$ cat src/rtl/light_phase_ctrl.sv
// Traffic-light phase sequencer: closes the loop with Light_Counter by issuing
// one-hot reload pulses on each phase change, serves pedestrian requests and runs night flash.
//
//   state  | meaning
//   -------+-------------------------------------------------------------
//   START  | post-reset idle, red lamp, waits for first enabled edge
//   RED    | red lamp, counter running, ped_walk shown if a request was served
//   GREEN  | green lamp, may be cut short by a latched pedestrian request
//   YELLOW | yellow lamp, decides between RED and night-mode FLASH
//   FLASH  | counter idle, yellow lamp blinking until night_mode drops
module light_phase_ctrl #(
    parameter int pINIT_WIDTH = 3,
    parameter int pMIN_GREEN  = 4,
    parameter int pFLASH_HALF = 2
) (
    input  logic                   clk,
    input  logic                   rst,
    input  logic                   en,
    input  logic                   last,
    input  logic                   ped_req,
    input  logic                   night_mode,
    output logic [pINIT_WIDTH-1:0] init,
    output logic                   cnt_en,
    output logic [2:0]             light,
    output logic                   ped_walk,
    output logic [2:0]             state_o
);

    localparam int GW = $clog2(pMIN_GREEN + 1);
    localparam int FW = (pFLASH_HALF > 1) ? $clog2(pFLASH_HALF) : 1;

    localparam logic [GW-1:0] GREEN_MAX    = GW'(pMIN_GREEN);
    localparam logic [GW-1:0] GREEN_EXIT   = GW'(pMIN_GREEN - 1);
    localparam logic [FW-1:0] FLASH_RELOAD = FW'(pFLASH_HALF - 1);

    localparam logic [pINIT_WIDTH-1:0] INIT_NONE = '0;
    localparam logic [pINIT_WIDTH-1:0] INIT_RED  = 3'b100;
    localparam logic [pINIT_WIDTH-1:0] INIT_YEL  = 3'b010;
    localparam logic [pINIT_WIDTH-1:0] INIT_GRN  = 3'b001;

    localparam logic [2:0] LAMP_RED = 3'b100;
    localparam logic [2:0] LAMP_YEL = 3'b010;
    localparam logic [2:0] LAMP_GRN = 3'b001;

    typedef enum logic [2:0] {
        S_START  = 3'd0,
        S_RED    = 3'd1,
        S_GREEN  = 3'd2,
        S_YELLOW = 3'd3,
        S_FLASH  = 3'd4
    } state_t;

    state_t                   state, state_nxt;
    logic [2:0]               light_nxt;
    logic [pINIT_WIDTH-1:0]   init_nxt;
    logic                     cnt_en_nxt;
    logic                     ped_walk_nxt;
    logic                     ped_latch, ped_latch_nxt;
    logic [GW-1:0]            green_tmr, green_tmr_nxt;
    logic [FW-1:0]            flash_tmr, flash_tmr_nxt;
    logic                     load_ok;

    // A phase may only end once its reload pulse has gone out; this also masks last on init cycles.
    assign load_ok = (init == INIT_NONE);
    assign state_o = state;

    always_comb begin
        state_nxt     = state;
        light_nxt     = light;
        init_nxt      = INIT_NONE;
        cnt_en_nxt    = 1'b0;
        ped_walk_nxt  = ped_walk;
        ped_latch_nxt = ped_latch | (ped_req && (state != S_FLASH));
        green_tmr_nxt = green_tmr;
        flash_tmr_nxt = flash_tmr;

        if (en) begin
            case (state)
                S_START: begin
                    if (night_mode) begin
                        state_nxt     = S_FLASH;
                        light_nxt     = LAMP_YEL;
                        flash_tmr_nxt = FLASH_RELOAD;
                    end else begin
                        state_nxt = S_RED;
                        light_nxt = LAMP_RED;
                        init_nxt  = INIT_RED;
                    end
                end
                S_RED: begin
                    if (load_ok && last) begin
                        state_nxt     = S_GREEN;
                        light_nxt     = LAMP_GRN;
                        init_nxt      = INIT_GRN;
                        green_tmr_nxt = '0;
                        ped_walk_nxt  = 1'b0;
                    end
                end
                S_GREEN: begin
                    if (green_tmr != GREEN_MAX)
                        green_tmr_nxt = green_tmr + 1'b1;
                    // Early exit counts the cycle now ending as served green time.
                    if (load_ok && (last || (ped_latch && (green_tmr >= GREEN_EXIT)))) begin
                        state_nxt = S_YELLOW;
                        light_nxt = LAMP_YEL;
                        init_nxt  = INIT_YEL;
                    end
                end
                S_YELLOW: begin
                    if (load_ok && last) begin
                        if (night_mode) begin
                            state_nxt     = S_FLASH;
                            light_nxt     = LAMP_YEL;
                            flash_tmr_nxt = FLASH_RELOAD;
                        end else begin
                            state_nxt     = S_RED;
                            light_nxt     = LAMP_RED;
                            init_nxt      = INIT_RED;
                            ped_walk_nxt  = ped_latch;
                            ped_latch_nxt = ped_req;
                        end
                    end
                end
                S_FLASH: begin
                    if (!night_mode) begin
                        state_nxt    = S_RED;
                        light_nxt    = LAMP_RED;
                        init_nxt     = INIT_RED;
                        ped_walk_nxt = 1'b0;
                    end else if (flash_tmr == '0) begin
                        light_nxt     = light ^ LAMP_YEL;
                        flash_tmr_nxt = FLASH_RELOAD;
                    end else begin
                        flash_tmr_nxt = flash_tmr - 1'b1;
                    end
                end
                default: begin
                    state_nxt = S_START;
                    light_nxt = LAMP_RED;
                end
            endcase
            cnt_en_nxt = (state_nxt == S_RED) || (state_nxt == S_GREEN) || (state_nxt == S_YELLOW);
        end
    end

    always_ff @(posedge clk) begin
        if (rst) begin
            state     <= S_START;
            light     <= LAMP_RED;
            init      <= INIT_NONE;
            cnt_en    <= 1'b0;
            ped_walk  <= 1'b0;
            ped_latch <= 1'b0;
            green_tmr <= '0;
            flash_tmr <= '0;
        end else begin
            state     <= state_nxt;
            light     <= light_nxt;
            init      <= init_nxt;
            cnt_en    <= cnt_en_nxt;
            ped_walk  <= ped_walk_nxt;
            ped_latch <= ped_latch_nxt;
            green_tmr <= green_tmr_nxt;
            flash_tmr <= flash_tmr_nxt;
        end
    end

endmodule

$ cat config.mk
export PLATFORM = sky130hd
export DESIGN_NAME = light_phase_ctrl
export DESIGN_NICKNAME = d
export VERILOG_FILES = /design/src/rtl/light_phase_ctrl.sv
export SDC_FILE = /design/constraint.sdc
export NUM_CORES = 1
export LEC_CHECK = 0
export CAP_MARGIN = 15
export CORE_AREA = 2 2 47 54
export DETAILED_ROUTE_END_ITERATION = 7
export DIE_AREA = 0 0 49 56
export PLACE_DENSITY = 0.69
export RECOVER_POWER = 50
export SYNTH_ARGS = -nofsm -noshare
export SYNTH_HDL_FRONTEND = slang
export SYNTH_SLANG_ARGS = --single-unit
$ cat constraint.sdc
create_clock -name clk -period 2.2 [get_ports clk]
set_input_delay 0.44 -clock clk [delete_from_list [all_inputs] [get_ports clk]]
set_output_delay 0.44 -clock clk [all_outputs]
set_load 0.02 [all_outputs]
======== Word level (Yosys, flattened, before mapping) ========
Index checks and enable logic that the tools add are counted.
word-level totals
  bits of input ports ..................... 6
  flip-flop bits (word level) ............. 16
  output and inout port bits .............. 11
  logic and storage cells ................. 87
operators by class
  multiplexer cells ....................... 36
  add/subtract/negate cells ............... 2
  bitwise logic cells ..................... 3
  reduce and logical (&&, ||, !) cells .... 19
  equal/unequal tests ..................... 17
  magnitude comparators ................... 1
operators with widths
  kind                   count
  $mux W3                15
  $pmux W3 S5            2
  $ne A2 B2 Y1 const B   7
  $mux W1                13
  $eq A3 B2 Y1 const B   4
  $pmux W3 S4            1
  $reduce_and A5 Y1      2
  $ne A3 B3 Y1 const B   3
  $reduce_and A4 Y1      2
  $eq A3 B1 Y1 const B   2
  $logic_not A3 Y1       2
  $pmux W1 S3            2
  $pmux W3 S2            1
  $reduce_and A6 Y1      1
  $reduce_bool A3 Y1     2
  $logic_and A1 B1 Y1    4
  $mux W2                2
  $reduce_or A2 Y1       2
  $add A3 B1 Y3 const B  1
  $eq A3 B3 Y1 const B   1
  $ge A3 B2 Y1 const B   1
  $logic_or A1 B1 Y1     3
  $not A1 Y1             2
  $reduce_bool A2 Y1     1
  other kinds (2)        2

======== Depth between registers and ports, before layout ========
  word-level depth ........................ 10
  depth in mapped cells ................... 7
  depth with buffers taken out ............ 7

======== Worst setup path after synthesis ========
OpenSTA, ideal clock, no wires.
  path type ............................... reg-to-reg
  start point ............................. register init[1]
  end point ............................... register green_tmr[1]
  setup time .............................. 0.065 ns
  stages on the path, launching flop included .. 6
  buffers on the path ..................... 0
  path slack .............................. 0.469 ns
  arrival ................................. 1.666 ns
  required time ........................... 2.135 ns
  period minus slack after synthesis ...... 1.731 ns
  path through ............................ dfxtp_1 > nor4b_4 > nand3b_1 > a21oi_1 > mux2_2 > nor2_1
on the way
  longest elaborated chain between the ends .. 4
RTL lines
  element                      RTL line  text
  from (decl)                  22        output logic [pINIT_WIDTH-1:0] init,
  from (signal assigned)       159       init <= init_nxt;
  $logic_not A3 Y1             64        assign load_ok = (init == INIT_NONE);
  $logic_and A1 B1 Y1          91        if (load_ok && last) begin
  $ne A2 B2 Y1 (no line)       --
  $reduce_and A4 Y1 (no line)  --
  to (signal assigned)         163       green_tmr <= green_tmr_nxt;
  to (decl)                    59        logic [GW-1:0] green_tmr, green_tmr_nxt;
No other way between the ends.
A chain may end at the register's enable or synchronous reset.

======== Worst setup path in the final report ========
  start point ............................. register state[2] (netlist: state_o[2])
  end point ............................... output port state_o[2]
RTL lines
  element                 RTL line  text
  from (decl)             53        state_t state, state_nxt;
  from (signal assigned)  157       state <= state_nxt;
  to (decl)               26        output logic [2:0] state_o
No word-level cell between the ends.

==> metrics <==
Critical R2R Launch state_o[2]$_SDFFE_PP0P_; n_diodes 0; leak pwr 0.461 nW; synth cell count leaders 16 x dfxtp_1, 13 x nor2_1, 10 x nand2_1, 8 x a21oi_1, 7 x nand2b_1; die height 56 um; met2 WL 1020 um; grt ovf 0; Synth Area per Inst 8.20 um^2; MaxCap Viol Count 0; root buffer cell clkbuf_4; max-slew violations 0; Layout area overhead 25.5%; total CTS buffers 3; Crit Path Class register to output pin; Final Critical Period 2030 ps; critical path's top delay family buffers and inverters; port bufs 16; wire length on met3 47 um; Post-synth EDFFs 0; hold buffer count at CTS 0; CP Data Arrival Time 1590 ps; final cell count without fillers 164; most common cell in the netlist dfxtp_1; Hold Path Class register to register; largest fanout on the critical path 15; wire per inst 12.5 um; # rows 18; Routed WL 2050 um; Power Density 523 nW/um^2; peak supply drop 313 uV; CTS tree built; Seq/Total Area, Yosys 34.0%; Yosys top cell by area dfxtp_1; Yosys cell types 41; Slowest cell on crit path clkdlybuf4s50_1; initial antenna violation count 0; register clock-pin slew on the reported worst setup and hold paths 80 ps; Initial DRT Pass Iterations 4; Via Count 877; final net count 145; worst hold path stage count 2; final setup vio count 0; Mapped Cells 115; Max Used Layer met4; fillers 220; post-DP HPWL 1520 um; clk_skew 3.53 ps; clk_lat worst skew 290 ps; Slew @ Worst Pin 453 ps; Core ar. 2180 um^2; CP Cell Sequence clkdlybuf4s50_1; RSZ-0062 raised after global routing false; WHS 485 ps; Hold Path End flash_tmr$_SDFFE_PP0P_; CTS max path bufs 2; Clock Sinks 16; area post-placement 1160 um^2; die width 49 um; Crit path depth 1; final hold vios 0; Mapped Area 943 um^2; largest net degree at the start of global routing 19; initial cell density of the core 43.2%; drt drc 0; Total Routing Usage GR 16.5%; synthesized net count 124; Final Util 54.2%; fin crit share 92.2%; Async S/R FF share, synth 0%; max incr delay on CP 690 ps; status finished clean; Crit path required time 1760 ps; vias in the first global route 824; H-Tree Depth 1; fmax 0.493 GHz; share of cells above drive strength 1 11.9%; dpl cells 161; CTS resizes 0; final instance area 1180 um^2; relative slew slack 69.8%; worst r2r path cells 5; reg2reg setup slack 430 ps; post-synthesis register bit count 16; Synth Warn # 0; CP bufs+invs 1; io pins 17; DR iter-0 viols 11; via density per instance 5.35; RR Endpoint light[0]$_SDFFE_PP0P_; Storage cell area 320 um^2; Multi-input gate area 579 um^2; antenna-violating nets left 0; Die Area 2740 um^2; Primary FF master, synth dfxtp_1; top post-synthesis cells by area dfxtp_1 34%, nor2_1 5.2%, nand2b_1 4.6%; startpoint type of the worst setup path register; gp weighted congestion 0.828; global-route wire length before repair 3540 um; top cell type's share of synthesized area 34.0%; Hold Crit Start flash_tmr$_SDFFE_PP0P_; DRT met1 WL 938 um; Post CTS Setup Buffer Count 0; critical path endpoint category output pin
==> report_power, final <==
part / total [mW] / switching, mW / internal [mW]
Clock: 0.156 / 0.0917 / 0.0638
Sequential: 0.319 / 0.0153 / 0.304
Combinational: 0.145 / 0.0761 / 0.0687
Total: 0.619 / 0.183 / 0.436
==> cell families after synthesis <==
group,Yosys count,share of synthesized area [%]
AOI/OAI and AO/OA,28,19.2
xor gates and xnor gates,1,0.929
adders and majority gates,3,3.98
buffers and inverters,11,4.64
DFF,16,34.0
muxes,4,4.38
and+or+nand+nor,52,32.9
==> metal layers <==
| metal | vias up | GRT usage, % |
|---|---|---|
| met5 | - | 0 |
| met4 | 0 | 9.80 |
| met2 | 16 | 27.2 |
| met1 | 408 | 20.7 |
| li1 | 448 | - |
| met3 | 5 | 1.61 |
==> layout make-up <==
class	count	area share [%]
Clock buffer	3	1.90
Inverter	4	1.27
Multi-Input combinational cell	88	48.9
Sequential cell	16	27.1
Tap cell	30	3.17
Timing Repair Buffer	23	17.7
==> cell usage in the layout, fill, tap and decap left out, types with 2 or more instances in the layout <==
master	count
nor2_1	13
dfxtp_1	16
nand3b_1	3
or3b_2	2
inv_1	4
nand2b_1	7
a311oi_1	2
o21ai_0	6
clkdlybuf4s50_1	9
and3_1	2
nand3_1	2
nor3_1	2
nand2_1	10
buf_4	6
a21oi_1	8
mux2i_1	3
dlygate4sd3_1	7
ha_1	3
clkbuf_4	3
a21o_1	2
==> metrics by stage <==
step	TNS, ps	power, mW	worst slack, ps
6_report	0	0.619	172
5_1_grt	0	0.654	97.6
4_1_cts	0	0.633	160
3_5_place_dp	-4.69	0.473	-4.69
3_3_place_gp	0	0.472	2.38
2_1_floorplan	0	0.416	469
==> flip-flops by register name (all words and copies together), names as in the netlist <==
name	count
green_tmr	3
init	3
light	3
state_o	3
cnt_en	1
flash_tmr	1
ped_latch	1
ped_walk	1
==> how the worst max path moves through the flow <==
stage | start | endpoint
floorplan | init[1]$_SDFF_PP0_ | green_tmr[1]$_SDFFE_PP0P_
global placement | last | light[0]$_SDFFE_PP0P_
detailed placement | last | flash_tmr$_SDFFE_PP0P_
CTS | state_o[2]$_SDFFE_PP0P_ | state_o[2]
global route | state_o[2]$_SDFFE_PP0P_ | state_o[2]
finish | state_o[2]$_SDFFE_PP0P_ | state_o[2]
Note: power is estimated with default switching activity, not from simulation.
